## config.mk

```make
export PLATFORM = sky130hd
export DESIGN_NAME = usb_ep0_controller
export DESIGN_NICKNAME = d
export VERILOG_FILES = /design/src/rtl/usb_ep0_controller.sv
export SDC_FILE = /design/constraint.sdc
export NUM_CORES = 1
export LEC_CHECK = 0
export BUFFER_PORTS_ARGS = -buffer_cell sky130_fd_sc_hd__buf_4
export CAP_MARGIN = 15
export CORE_MARGIN = 1.5
export CORE_UTILIZATION = 65
export DETAILED_ROUTE_END_ITERATION = 8
export PLACE_DENSITY = 0.95
export SYNTH_ARGS = -nofsm -noshare
export SYNTH_HDL_FRONTEND = slang
export SYNTH_SLANG_ARGS = --single-unit
```

## constraint.sdc

```tcl
create_clock -name Clk -period 5.2 [get_ports Clk]
set_clock_uncertainty 0.15 [all_clocks]
set_input_delay 0.26 -clock Clk [delete_from_list [all_inputs] [get_ports Clk]]
set_output_delay 0.26 -clock Clk [all_outputs]
set_load 0.02 [all_outputs]
```

## src/rtl/usb_ep0_controller.sv

```systemverilog
// Endpoint-0 control-transfer sequencer: parses SETUP packets, streams descriptors from ROM
// as toggled IN packets with retry and terminating ZLP, and handles SET_ADDRESS / SET_CONFIGURATION.
module usb_ep0_controller #(
    parameter int MAX_PACKET = 64,
    parameter int ROM_AW     = 10,
    parameter int DEV_OFFSET = 0,
    parameter int DEV_LENGTH = 18,
    parameter int CFG_OFFSET = 18,
    parameter int CFG_LENGTH = 32
) (
    input  logic              Clk,
    input  logic              nReset,
    input  logic              ResetRequest,
    input  logic [3:0]        Endpoint,
    input  logic              Error,
    input  logic              OUT_Setup,
    input  logic              OUT_SoP,
    input  logic              OUT_EoP,
    input  logic [7:0]        OUT_Data,
    input  logic              OUT_Valid,
    input  logic              IN_WaitRequest,
    input  logic              IN_Ack,
    input  logic [7:0]        Rom_Data,
    output logic [ROM_AW-1:0] Rom_Address,
    output logic [7:0]        IN_Data,
    output logic              IN_Ready,
    output logic              IN_ZeroLength,
    output logic              IN_Sequence,
    output logic [6:0]        Address,
    output logic [7:0]        Configuration,
    output logic              Stall
);

    localparam logic [3:0] ST_IDLE       = 4'd0;
    localparam logic [3:0] ST_SETUP      = 4'd1;
    localparam logic [3:0] ST_DECODE     = 4'd2;
    localparam logic [3:0] ST_PRIME      = 4'd3;
    localparam logic [3:0] ST_SEND       = 4'd4;
    localparam logic [3:0] ST_WAIT_ACK   = 4'd5;
    localparam logic [3:0] ST_ZLP        = 4'd6;
    localparam logic [3:0] ST_STATUS_IN  = 4'd7;
    localparam logic [3:0] ST_STATUS_OUT = 4'd8;

    localparam logic [7:0] REQ_SET_ADDRESS    = 8'h05;
    localparam logic [7:0] REQ_GET_DESCRIPTOR = 8'h06;
    localparam logic [7:0] REQ_SET_CONFIG     = 8'h09;

    logic [3:0]        state;
    logic [2:0]        byte_idx;
    logic [7:0]        bm_request;
    logic [7:0]        b_request;
    logic [15:0]       w_value;
    logic [15:0]       w_length;
    logic [15:0]       len;
    logic [15:0]       remaining;
    logic [6:0]        byte_count;
    logic [ROM_AW-1:0] rom_addr;
    logic [6:0]        pending_addr;
    logic              addr_pending;

    logic        ep0, setup_start, host_out_done, consume, in_ack, in_err, last_byte;
    logic        is_get_desc;
    logic [6:0]  byte_count_inc;
    logic [15:0] remaining_after, dev_len, cfg_len;

    assign ep0             = (Endpoint == 4'd0);
    assign setup_start     = OUT_Valid & OUT_SoP & OUT_Setup & ep0;
    assign host_out_done   = OUT_EoP & ~OUT_Setup & ep0;
    assign consume         = IN_Ready & ~IN_WaitRequest & ep0;
    assign in_ack          = IN_Ack & ep0;
    assign in_err          = Error & ep0;
    assign byte_count_inc  = byte_count + 7'd1;
    // A packet ends when it is full or when it exhausts what is still owed to the host
    assign last_byte       = (byte_count_inc == 7'(MAX_PACKET)) || ({9'd0, byte_count_inc} == remaining);
    assign remaining_after = remaining - {9'd0, byte_count};
    assign dev_len         = (w_length < 16'(DEV_LENGTH)) ? w_length : 16'(DEV_LENGTH);
    assign cfg_len         = (w_length < 16'(CFG_LENGTH)) ? w_length : 16'(CFG_LENGTH);
    assign is_get_desc     = (bm_request == 8'h80) && (b_request == REQ_GET_DESCRIPTOR) && (w_length != 16'd0);

    assign Rom_Address = rom_addr;
    assign IN_Data     = (state == ST_SEND) ? Rom_Data : 8'h00;

    always_ff @(posedge Clk or negedge nReset) begin
        if (!nReset) begin
            state <= ST_IDLE;  byte_idx <= '0;  bm_request <= '0;  b_request <= '0;
            w_value <= '0;  w_length <= '0;  len <= '0;  remaining <= '0;
            byte_count <= '0;  rom_addr <= '0;  pending_addr <= '0;  addr_pending <= 1'b0;
            IN_Ready <= 1'b0;  IN_ZeroLength <= 1'b0;  IN_Sequence <= 1'b0;
            Address <= '0;  Configuration <= '0;  Stall <= 1'b0;
        end else if (ResetRequest) begin
            state <= ST_IDLE;  byte_idx <= '0;  bm_request <= '0;  b_request <= '0;
            w_value <= '0;  w_length <= '0;  len <= '0;  remaining <= '0;
            byte_count <= '0;  rom_addr <= '0;  pending_addr <= '0;  addr_pending <= 1'b0;
            IN_Ready <= 1'b0;  IN_ZeroLength <= 1'b0;  IN_Sequence <= 1'b0;
            Address <= '0;  Configuration <= '0;  Stall <= 1'b0;
        end else if (setup_start) begin
            // A new SETUP always wins, abandoning whatever transfer was in flight
            state         <= ST_SETUP;
            byte_idx      <= 3'd1;
            bm_request    <= OUT_Data;
            Stall         <= 1'b0;
            IN_Ready      <= 1'b0;
            IN_ZeroLength <= 1'b0;
            addr_pending  <= 1'b0;
        end else begin
            case (state)
                ST_SETUP: begin
                    if (OUT_Valid && ep0) begin
                        case (byte_idx)
                            3'd1:    b_request      <= OUT_Data;
                            3'd2:    w_value[7:0]   <= OUT_Data;
                            3'd3:    w_value[15:8]  <= OUT_Data;
                            3'd6:    w_length[7:0]  <= OUT_Data;
                            3'd7:    w_length[15:8] <= OUT_Data;
                            default: ;
                        endcase
                        byte_idx <= byte_idx + 3'd1;
                        if (byte_idx == 3'd7) state <= ST_DECODE;
                    end else if (OUT_EoP && ep0) begin
                        state <= ST_IDLE;
                    end
                end
                ST_DECODE: begin
                    byte_count <= '0;
                    if (is_get_desc && w_value[15:8] == 8'd1) begin
                        len         <= dev_len;
                        remaining   <= dev_len;
                        rom_addr    <= ROM_AW'(DEV_OFFSET);
                        IN_Sequence <= 1'b1;
                        state       <= ST_PRIME;
                    end else if (is_get_desc && w_value[15:8] == 8'd2) begin
                        len         <= cfg_len;
                        remaining   <= cfg_len;
                        rom_addr    <= ROM_AW'(CFG_OFFSET);
                        IN_Sequence <= 1'b1;
                        state       <= ST_PRIME;
                    end else if (bm_request == 8'h00 &&
                                 (b_request == REQ_SET_ADDRESS || b_request == REQ_SET_CONFIG)) begin
                        // The new address takes effect only once the status ZLP is acknowledged
                        if (b_request == REQ_SET_ADDRESS) begin
                            pending_addr <= w_value[6:0];
                            addr_pending <= 1'b1;
                        end else begin
                            Configuration <= w_value[7:0];
                        end
                        IN_Ready      <= 1'b1;
                        IN_ZeroLength <= 1'b1;
                        IN_Sequence   <= 1'b1;
                        state         <= ST_STATUS_IN;
                    end else begin
                        Stall <= 1'b1;
                        state <= ST_IDLE;
                    end
                end
                ST_PRIME: begin
                    IN_Ready <= 1'b1;
                    state    <= ST_SEND;
                end
                ST_SEND: begin
                    if (host_out_done) begin
                        IN_Ready <= 1'b0;
                        state    <= ST_IDLE;
                    end else if (consume) begin
                        rom_addr   <= rom_addr + 1'b1;
                        byte_count <= byte_count_inc;
                        IN_Ready   <= 1'b0;
                        if (last_byte) state <= ST_WAIT_ACK;
                    end else begin
                        IN_Ready <= 1'b1;
                    end
                end
                ST_WAIT_ACK: begin
                    if (host_out_done) begin
                        state <= ST_IDLE;
                    end else if (in_ack) begin
                        remaining   <= remaining_after;
                        IN_Sequence <= ~IN_Sequence;
                        byte_count  <= '0;
                        if (remaining_after != 16'd0) begin
                            state <= ST_PRIME;
                        end else if (byte_count == 7'(MAX_PACKET) && len < w_length) begin
                            IN_Ready      <= 1'b1;
                            IN_ZeroLength <= 1'b1;
                            state         <= ST_ZLP;
                        end else begin
                            state <= ST_STATUS_OUT;
                        end
                    end else if (in_err) begin
                        // Rewind so the identical packet goes out again with the same toggle
                        rom_addr   <= rom_addr - ROM_AW'(byte_count);
                        byte_count <= '0;
                        state      <= ST_PRIME;
                    end
                end
                ST_ZLP: begin
                    if (host_out_done) begin
                        IN_Ready      <= 1'b0;
                        IN_ZeroLength <= 1'b0;
                        state         <= ST_IDLE;
                    end else if (in_ack) begin
                        IN_Ready      <= 1'b0;
                        IN_ZeroLength <= 1'b0;
                        state         <= ST_STATUS_OUT;
                    end
                end
                ST_STATUS_IN: begin
                    if (in_ack) begin
                        IN_Ready      <= 1'b0;
                        IN_ZeroLength <= 1'b0;
                        addr_pending  <= 1'b0;
                        if (addr_pending) Address <= pending_addr;
                        state <= ST_IDLE;
                    end
                end
                ST_STATUS_OUT: begin
                    if (host_out_done) state <= ST_IDLE;
                end
                ST_IDLE: ;
                default: state <= ST_IDLE;
            endcase
        end
    end

endmodule

```

==> flow_metrics.env, run 1 <==
export IMPL_hp_class="in -> async"
export IMPL_synth_largest_area_cell="dfrtp_1"
export IMPL_required_ps=5360
export IMPL_grt_pass1_vias=7094
export IMPL_largest_fanout_on_the_critical_path=20
export IMPL_tritoncts="built"
export IMPL_initialDrtViolationCount=820
export IMPL_synth_nets=940
export IMPL_clock_fmax_mhz=243.4
export IMPL_setup_viols_final=0
export IMPL_report_final_slew_viol_count=0
export IMPL_power_density_mw_per_mm2=287.8
export IMPL_overflow=0
export IMPL_rsz_0062_raised_after_global_routing="false"
export IMPL_routedWlPerCell_um=21.16
export IMPL_floorplan_die_width_um=112.2
export IMPL_drt_antenna_violating_nets=0
export IMPL_setup_worst_path_class="reg -> reg"
export IMPL_dpl_worst_slack_ps=1223
export IMPL_fin_tns_setup_ps=0
export IMPL_maxCapViolCount=0
export IMPL_final_nets=999
export IMPL_period_minus_slack_ps=4108
export IMPL_fin_crit_sh_pct=79.00
export IMPL_reg2reg_setup_slack_ps=1090
export IMPL_fillCellCount=712
export IMPL_status="completed"
export IMPL_fp_coreArea_mm2=0.01152
export IMPL_clock_sink_count=131
export IMPL_finish_instance_area_mm2=0.009019
export IMPL_setup_fix_buffers_added_after_clock_tree_synthesis=0
export IMPL_maximum_number_of_pins_on_one_net_before_global_route_repair=63
export IMPL_synth_most_common_cell="dfrtp_1"
export IMPL_yosys_area_top_type_share_pct=42.26
export IMPL_grt_first_pass_wirelength_mm=36.45
export IMPL_max_vdd_ir_drop_mv=0.3099
export IMPL_design_die_area_mm2=0.01260
export IMPL_dominantRegCellSynth="dfrtp_1"
export IMPL_clkLatencyLatePin_ps=440
export IMPL_worst_slack_ps=1092
export IMPL_layout_drive_gt1_share_pct=13.71
export IMPL_ios=67
export IMPL_drt_vias_per_instance=6.665
export IMPL_antennaDiodeCount=0
export IMPL_postSynthCellCount=869
export IMPL_p_leak_nw=4.216
export IMPL_slew_limit_headroom_pct=24.48
export IMPL_critical_path_startpoint_type="register"
export IMPL_synth_edff_count=0
export IMPL_multi_input_comb_area_mm2=0.004125
export IMPL_grt_util_all_layers_pct=37.03
export IMPL_r2r_worst_path_cells=16
export IMPL_synth_distinct_cells=68
export IMPL_floorplan_rows=39
export IMPL_routed_wirelength_mm=22.94
export IMPL_drc=0
export IMPL_postSynthAreaPerCell_um2=8.927
export IMPL_tightestPinTransition_ps=1133
export IMPL_gp_congestion=0.9291
export IMPL_area_delta_synth_final_pct=16.26
export IMPL_cts_max_level=4
export IMPL_finalHoldViolations=0
export IMPL_initial_standard_cell_utilization_of_the_core_pct=67.36
export IMPL_arrival_time_at_the_worst_endpoint_ps=4270
export IMPL_fraction_of_synthesis_flops_using_an_asynchronous_set_or_reset_pin_pct=100.0
export IMPL_place_area_mm2=0.008307
export IMPL_synth_warnings=0
export IMPL_synth_seq_area_share_pct=42.26
export IMPL_cts_root_buf="clkbuf_16"
export IMPL_grt_antenna_before_repair=0
export IMPL_drt_pre_antenna_iters=8
export IMPL_clk_transition_reported_paths_ps=70
export IMPL_worst_setup_path_end_kind="register"
export IMPL_cts_buffers=17
export IMPL_seq_cell_area_mm2=0.003278
export IMPL_cts_root_to_sink_buffers=2
export IMPL_synthesis_stage_register_bit_count=131
export IMPL_dpl_hpwl_mm=14.30
export IMPL_routed_via_count=7225
export IMPL_ys_top_cells_by_area="dfrtp_1 (42%), ha_1 (6.3%), nand2_1 (5.3%), o21ai_0 (5.2%), mux2i_1 (4.3%)"
export IMPL_placement_io_buffers=66
export IMPL_netlist_area_mm2=0.007757
export IMPL_die_y_um=112.2
export IMPL_synth_commonest_cells="dfrtp_1 (131), nand2_1 (110), o21ai_0 (81)"
[power breakdown]
| group | switching [W] | internal (W) | total (W) |
|---|---|---|---|
| combinational | 0.000151 | 0.0000854 | 0.000237 |
| clock | 0.000543 | 0.000731 | 0.00127 |
| sequential | 0.0000340 | 0.00105 | 0.00109 |
| total | 0.000728 | 0.00187 | 0.00260 |
[repair_timing]
action,in CTS,in global routing
resized for setup,0,0
hold buffers,9,0
endpoints found under the hold margin,44,0
[area by class of cell]
class	count	area share [%]
Clock inverter	15	2.095
Multi-Input combinational cell	648	45.74
Tap cell	143	1.984
Clock buffer	17	4.717
Sequential cell	131	36.35
Timing Repair Buffer	83	7.159
Inverter	47	1.956
[sequential cells by signal, indices dropped and copies added (netlist names)]
register and cells:
addr_pending 1, b_request 8, bm_request 8, pending_addr 7, IN_ZeroLength 1, len 16
Rom_Address 10, remaining 16, w_value 16, byte_count 7, Stall 1, Address 7
IN_Ready 1, IN_Sequence 1, Configuration 8, w_length 16, byte_idx 3, state 4
[metrics by stage]
step / hold WS, ps / cells / utilization (%) / power, W
6_report: 195.7 / 1084 / 78.31 / 0.002596
5_1_grt: 205.3 / 1084 / 78.31 / 0.002667
4_1_cts: 182.4 / 1083 / 78.25 / 0.002570
3_5_place_dp: 112.1 / 1042 / 72.13 / 0.001319
3_3_place_gp: 111.0 / 1041 / 72.07 / 0.001306
2_1_floorplan: -185.6 / 869 / - / 0.001230
[cell usage in the layout (no fill, tap or decap), types with 4 or more instances in the layout]
cell,n
dfrtp_1,131
nand2_1,110
o21ai_0,81
buf_4,74
nor2_1,64
a21oi_1,56
inv_1,46
ha_1,39
mux2i_1,33
nor3_1,21
nand3_1,19
o31ai_1,19
clkbuf_16,17
nand2b_1,16
and3_1,14
and2_1,14
xnor2_1,13
nor2b_1,10
a21o_1,10
a211oi_1,10
nand4_1,9
a31oi_1,9
dlygate4sd3_1,9
nor4_1,7
or2_2,6
o21a_1,6
o2111ai_1,5
inv_6,5
or3_1,4
a21boi_0,4
nand3b_1,4
o22a_1,4
xor2_1,4
inv_8,4
[logic make-up after synthesis]
logic type                 Yosys count  synth area share [%]
AOI/OAI and AO/OA                  236                 19.32
xor gates and xnor gates            17                 1.919
adders and majority gates           41                 6.806
buffers and inverters               90                 4.565
DFF                                131                 42.26
muxes                               36                 4.694
and+or+nand+nor                    318                 20.44
[layer usage]
layer  up-vias  global-route usage [%]  wire, um
met5         -                       0         0
met4         0                   19.41      1095
met3       101                   8.531      1742
met2       438                   62.29     11450
met1      3459                   44.74      8653
li1       3227                       -         -
[worst max-delay path: stages (launching register included)]
cell and delay [ps]:
dfrtp_1 470, inv_1 150, nor3_1 160, buf_4 210
nand2_1 70, buf_4 220, clkinv_1 370, nand2_1 110
ha_1 230, fa_1 390, nor2b_1 180, o21ai_0 130
a21boi_0 300, o21ai_0 190, a21oi_1 240, nor3_1 80
o41ai_1 330
[final timing paths]
path,from,to
worst min register to register,b_request[6],b_request[6]
worst max-delay path,state[2],Rom_Address[8]
max in group asynchronous,nReset,byte_idx[1]
worst min-delay path,nReset,remaining[0]
worst max register to register,state[2],Rom_Address[8]
min in group Clk,ResetRequest,Address[3]
Note: power is estimated with default switching activity, not from simulation.
==> inputs of run 2 (changes only) <==
--- a/config.mk
+++ b/config.mk
@@ -5,12 +5,13 @@
 export SDC_FILE = /design/constraint.sdc
 export NUM_CORES = 1
 export LEC_CHECK = 0
+export ABC_AREA = 1
 export BUFFER_PORTS_ARGS = -buffer_cell sky130_fd_sc_hd__buf_4
 export CAP_MARGIN = 15
 export CORE_MARGIN = 1.5
-export CORE_UTILIZATION = 65
+export CORE_UTILIZATION = 55
 export DETAILED_ROUTE_END_ITERATION = 8
-export PLACE_DENSITY = 0.95
+export PLACE_DENSITY = 0.87
 export SYNTH_ARGS = -nofsm -noshare
 export SYNTH_HDL_FRONTEND = slang
 export SYNTH_SLANG_ARGS = --single-unit
==> constraint.sdc (replaced) <==
create_clock -name Clk -period 3.5 [get_ports Clk]
set_clock_uncertainty 0.15 [all_clocks]
set_input_delay 0.175 -clock Clk [delete_from_list [all_inputs] [get_ports Clk]]
set_output_delay 0.175 -clock Clk [all_outputs]
set_load 0.02 [all_outputs]
==> flow_metrics.env, run 2 <==
export IMPL_ios=67
export IMPL_synth_edff_count=0
export IMPL_stdcell_count=1406
export IMPL_grt_pass1_vias=7583
export IMPL_fin_crit_sh_pct=88.78
export IMPL_drc=0
export IMPL_cts_max_level=4
export IMPL_tightestPinTransition_ps=904.7
export IMPL_clock_fmax_mhz=321.8
export IMPL_routedWlPerCell_um=14.92
export IMPL_floorplan_die_width_um=124.7
export IMPL_routed_via_count=7823
export IMPL_tritoncts="built"
export IMPL_synth_commonest_cells="nand2_1 (297), inv_1 (171), nor2_1 (132)"
export IMPL_synth_nets=1204
export IMPL_p_leak_nw=4.917
export IMPL_rsz_0062_raised_after_global_routing="false"
export IMPL_fin_tns_setup_ps=0
export IMPL_dominantRegCellSynth="dfrtp_1"
export IMPL_synthesis_stage_register_bit_count=131
export IMPL_initialDrtViolationCount=712
export IMPL_slew_limit_headroom_pct=39.69
export IMPL_grt_antenna_before_repair=0
export IMPL_holdBufCountCts=9
export IMPL_synth_largest_area_cell="dfrtp_1"
export IMPL_finalHoldViolations=0
export IMPL_finalCoreUtilization_pct=65.45
export IMPL_maximum_number_of_pins_on_one_net_before_global_route_repair=67
export IMPL_layout_drive_gt1_share_pct=11.29
export IMPL_maxCapViolCount=0
export IMPL_placement_io_buffers=66
export IMPL_hp_class="in -> reg"
export IMPL_setup_fix_buffers_added_after_clock_tree_synthesis=0
export IMPL_grt_util_all_layers_pct=28.10
export IMPL_timing_critical_path_slowest_stage_cell="dfrtp_1"
export IMPL_status="completed"
export IMPL_most_common_layout_cells="nand2_1 (297), inv_1 (171), nor2_1 (132)"
export IMPL_gp_congestion=0.9104
export IMPL_clkLatencyLatePin_ps=440
export IMPL_drt_antenna_violating_nets=0
export IMPL_drt_vias_per_instance=5.564
export IMPL_cpLargestDelayFamily="compound AO/OA/AOI/OAI gates"
export IMPL_design_die_area_mm2=0.01556
export IMPL_period_minus_slack_ps=3107
export IMPL_finish_instance_area_mm2=0.009477
export IMPL_postSynthCellCount=1133
export IMPL_arrival_time_at_the_worst_endpoint_ps=3280
export IMPL_cp_slowest_stage_delay_ps=480
export IMPL_cts_root_to_sink_buffers=2
export IMPL_numPlacedInstances=1365
export IMPL_fp_coreArea_mm2=0.01448
export IMPL_area_delta_synth_final_pct=16.29
export IMPL_netlist_area_mm2=0.008149
export IMPL_report_final_slew_viol_count=0
export IMPL_worst_setup_path_end_kind="register"
export IMPL_timing_critical_path_buf_inv=4
export IMPL_routed_wirelength_mm=20.98
export IMPL_fraction_of_synthesis_flops_using_an_asynchronous_set_or_reset_pin_pct=100.0
export IMPL_setup_viols_final=0
export IMPL_postSynthAreaPerCell_um2=7.192
export IMPL_initial_standard_cell_utilization_of_the_core_pct=56.28
export IMPL_cts_buffers=17
export IMPL_crit_chain="inv_2, nor2_1, inv_2, nor2_8, inv_2, nor2_1, inv_1, fa_1, o31ai_1, a21oi_1, o21ai_0, xnor2_1, nor3_1, nand2_1, nand2_1"
export IMPL_ys_top_cells_by_area="dfrtp_1 (40%), nand2_1 (14%), inv_1 (7.9%), nor2_1 (6.1%), ha_1 (6.0%)"
export IMPL_synth_warnings=0
export IMPL_overflow=0
export IMPL_antennaDiodeCount=0
export IMPL_clk_transition_reported_paths_ps=60
export IMPL_final_nets=1280
export IMPL_setup_worst_path_class="reg -> reg"
export IMPL_largest_fanout_on_the_critical_path=11
export IMPL_cts_root_buf="clkbuf_16"
export IMPL_required_ps=3680
export IMPL_clock_sink_count=131
export IMPL_place_area_mm2=0.008791
export IMPL_floorplan_rows=44
export IMPL_power_density_mw_per_mm2=416.1
export IMPL_grt_first_pass_wirelength_mm=35.35
export IMPL_crit_path_frequent_cell="inv_2"
export IMPL_critical_path_startpoint_type="register"
export IMPL_synth_distinct_cells=47
export IMPL_post_cts_resized=0
export IMPL_synth_seq_area_share_pct=40.23
export IMPL_max_vdd_ir_drop_mv=0.4303
export IMPL_yosys_area_top_type_share_pct=40.23
export IMPL_die_y_um=124.7
export IMPL_synth_most_common_cell="nand2_1"
export IMPL_drt_pre_antenna_iters=5
export IMPL_dpl_hpwl_mm=15.09
export IMPL_final_common_cell="nand2_1"
## run 2: path summary, 6_finish.rpt
check                        startpoint                to  slack (ps)  cells after the start
max in group asynchronous        nReset        Address[1]        2150                      3
max reg2reg                    state[0]    Rom_Address[6]         390                     15
min                        ResetRequest            len[5]         130                      2
min reg2reg                  w_value[7]        w_value[7]         340                      2
min in group asynchronous        nReset  Configuration[5]         240                      2
max                            state[0]    Rom_Address[6]         390                     15
## run 2: metal layers
layer | GRT usage (%) | vias to the layer above | part of all wire [%]
li1 | - | 3827 | -
met1 | 35.48 | 3605 | 42
met2 | 46.32 | 333 | 48
met3 | 6.701 | 58 | 7.4
met4 | 11.76 | 0 | 2.6
met5 | 0 | - | 0
## run 2: metrics by stage
stage               total power (W)  hold slack, ps  setup WS (ps)
floorplan                  0.001975          -270.6          741.0
global placement           0.002129           197.0          504.3
detailed placement         0.002145           200.3          437.9
CTS                        0.003951           113.2          431.7
global route               0.004090           161.8          150.7
finish                     0.003943           134.3          392.6
## run 2: cell type report
cell class / count / area, um^2
clock inverter: 14 / 166.4
sequential: 131 / 3278
inverter: 183 / 686.9
clock buffer: 18 / 429.2
fill: 1189 / 5002
timing repair buffer: 79 / 628.1
tap: 184 / 230.2
multi-input combinational: 797 / 4058
## run 2: power by group
part	leakage (nW)	internal (W)	switching, W	total, W
Sequential	1.75	0.00158	0.0000482	0.00163
Combinational	2.88	0.000171	0.000337	0.000509
Clock	0.289	0.00107	0.000735	0.00180
## run 2: logic make-up after synthesis
group,after synthesis,synth area share [%]
simple gates,566,29.31
xor+xnor,12,1.290
buf+inv,205,9.980
compound gates,178,12.71
fa+ha+maj,41,6.479
flops,131,40.23
==> inputs of run 3 (changes only) <==
--- a/config.mk
+++ b/config.mk
@@ -11,6 +11,7 @@
 export CORE_MARGIN = 1.5
 export CORE_UTILIZATION = 55
 export DETAILED_ROUTE_END_ITERATION = 8
+export GPL_TIMING_DRIVEN = 0
 export PLACE_DENSITY = 0.87
 export SYNTH_ARGS = -nofsm -noshare
 export SYNTH_HDL_FRONTEND = slang
==> constraint.sdc (replaced) <==
create_clock -name Clk -period 3.5 [get_ports Clk]
set_clock_uncertainty 0.15 [all_clocks]
set_input_delay 0.525 -clock Clk [delete_from_list [all_inputs] [get_ports Clk]]
set_output_delay 0.525 -clock Clk [all_outputs]
set_load 0.02 [all_outputs]
==> flow_metrics.env, run 3 (synthesized netlist as in run 2, its figures left out) <==
export IMPL_status="completed"
export IMPL_critical_path_startpoint_type="register"
export IMPL_slew_limit_headroom_pct=56.34
export IMPL_antennaDiodeCount=0
export IMPL_p_leak_nw=4.957
export IMPL_floorplan_die_width_um=124.7
export IMPL_grt_util_all_layers_pct=28.67
export IMPL_grt_antenna_before_repair=0
export IMPL_routed_wirelength_mm=21.70
export IMPL_max_vdd_ir_drop_mv=0.3968
export IMPL_placement_io_buffers=65
export IMPL_cts_buffers=17
export IMPL_ios=67
export IMPL_routed_via_count=7952
export IMPL_hp_class="in -> reg"
export IMPL_final_common_cell="nand2_1"
export IMPL_largest_fanout_on_the_critical_path=11
export IMPL_finish_instance_area_mm2=0.009525
export IMPL_grt_pass1_vias=7692
export IMPL_tritoncts="built"
export IMPL_critical_path_reg2reg_startpoint="state[2]"
export IMPL_dpl_hpwl_mm=15.70
export IMPL_maximum_number_of_pins_on_one_net_before_global_route_repair=101
export IMPL_maxCapViolCount=0
export IMPL_drt_pre_antenna_iters=8
export IMPL_drt_vias_per_instance=5.616
export IMPL_crit_path_start="state[2]"
export IMPL_fin_total_pwr_w=0.004006
export IMPL_power_density_mw_per_mm2=420.6
export IMPL_rsz_0062_raised_after_global_routing="false"
export IMPL_clk_transition_reported_paths_ps=60
export IMPL_routedWlPerCell_um=15.32
export IMPL_tightestPinTransition_ps=654.9
export IMPL_cts_root_to_sink_buffers=2
export IMPL_setup_viols_final=0
export IMPL_layout_drive_gt1_share_pct=12.34
export IMPL_fin_crit_sh_pct=91.15
export IMPL_setup_fix_buffers_added_after_clock_tree_synthesis=0
export IMPL_setup_worst_path_class="reg -> reg"
export IMPL_cts_root_buf="clkbuf_16"
export IMPL_floorplan_rows=44
export IMPL_design_die_area_mm2=0.01556
export IMPL_die_y_um=124.7
export IMPL_arrival_time_at_the_worst_endpoint_ps=3360
export IMPL_clock_sink_count=131
export IMPL_gp_congestion=0.9344
export IMPL_finalCoreUtilization_pct=65.79
export IMPL_drc=0
export IMPL_hold_path_startpoint="OUT_Data[7]"
export IMPL_grt_first_pass_wirelength_mm=36.08
export IMPL_fin_tns_setup_ps=0
export IMPL_clkLatencyLatePin_ps=430
export IMPL_area_delta_synth_final_pct=16.89
export IMPL_period_minus_slack_ps=3190
export IMPL_final_nets=1290
export IMPL_report_final_slew_viol_count=0
export IMPL_worst_setup_path_end_kind="register"
export IMPL_fp_coreArea_mm2=0.01448
export IMPL_most_common_layout_cells="nand2_1 (297), inv_1 (171), nor2_1 (132)"
export IMPL_initialDrtViolationCount=718
export IMPL_cts_max_level=4
export IMPL_place_area_mm2=0.008899
export IMPL_overflow=0
export IMPL_drt_antenna_violating_nets=0
export IMPL_clock_fmax_mhz=313.4
export IMPL_initial_standard_cell_utilization_of_the_core_pct=56.28
export IMPL_finalHoldViolations=0
export IMPL_required_ps=3670
[run 3: final timing paths]
| check | to | slack [ps] | cells after the start |
|---|---|---|---|
| max | Rom_Address[6] | 310 | 15 |
| min | bm_request[7] | 230 | 3 |
| max reg2reg | Rom_Address[6] | 310 | 15 |
| min reg2reg | w_value[2] | 340 | 2 |
| max in group asynchronous | byte_count[5] | 2010 | 3 |
| min in group asynchronous | w_value[4] | 390 | 2 |
[run 3: metrics by stage]
stage	cells	setup slack (ps)	hold WS, ps
after floorplan	1133	741.0	79.41
after global placement	1382	312.8	317.2
after detailed placement	1383	263.5	274.9
after CTS	1416	234.3	227.2
after global routing	1416	99.79	240.4
final	1416	309.7	227.6
[run 3: critical path, stage by stage, from the launching register on]
cell and delay, ps:
dfrtp_1 380, inv_1 70, nor2_2 170, inv_2 120
nor2_8 240, inv_2 150, nor2_1 170, inv_1 80
fa_1 450, o31ai_2 370, a21oi_1 100, o21ai_0 230
xnor2_1 160, nor3_1 60, nand2_1 110, nand2_1 50
[run 3: metal layers]
metal | GRT usage (%) | share of wire (%) | vias up
li1 | - | - | 3843
met1 | 36.64 | 42 | 3674
met2 | 46.70 | 48 | 367
met3 | 6.529 | 7.6 | 68
met4 | 12.51 | 2.9 | 0
met5 | 0 | 0 | -
[run 3: final cells by class]
| class | instances | area, um^2 |
|---|---|---|
| Timing Repair Buffer | 67 | 529.3 |
| Sequential cell | 131 | 3278 |
| Fill cell | 1173 | 4954 |
| Inverter | 183 | 686.9 |
| Clock inverter | 15 | 186.4 |
| Tap cell | 184 | 230.2 |
| Buffer | 22 | 126.4 |
| Clock buffer | 17 | 425.4 |
| Multi-Input combinational cell | 797 | 4063 |
[run 3: timing repair]
| item | in CTS | in global routing |
|---|---|---|
| gates resized for setup | 0 | 1 |
| setup endpoints to repair | 0 | 1 |
| hold buffers | 1 | 0 |
| endpoints found under the hold margin | 31 | 0 |
[run 3: power by group]
part	switching, W	internal (W)	total [W]
sequential	0.0000507	0.00158	0.00163
combinational	0.000346	0.000174	0.000520
clock	0.000771	0.00108	0.00185
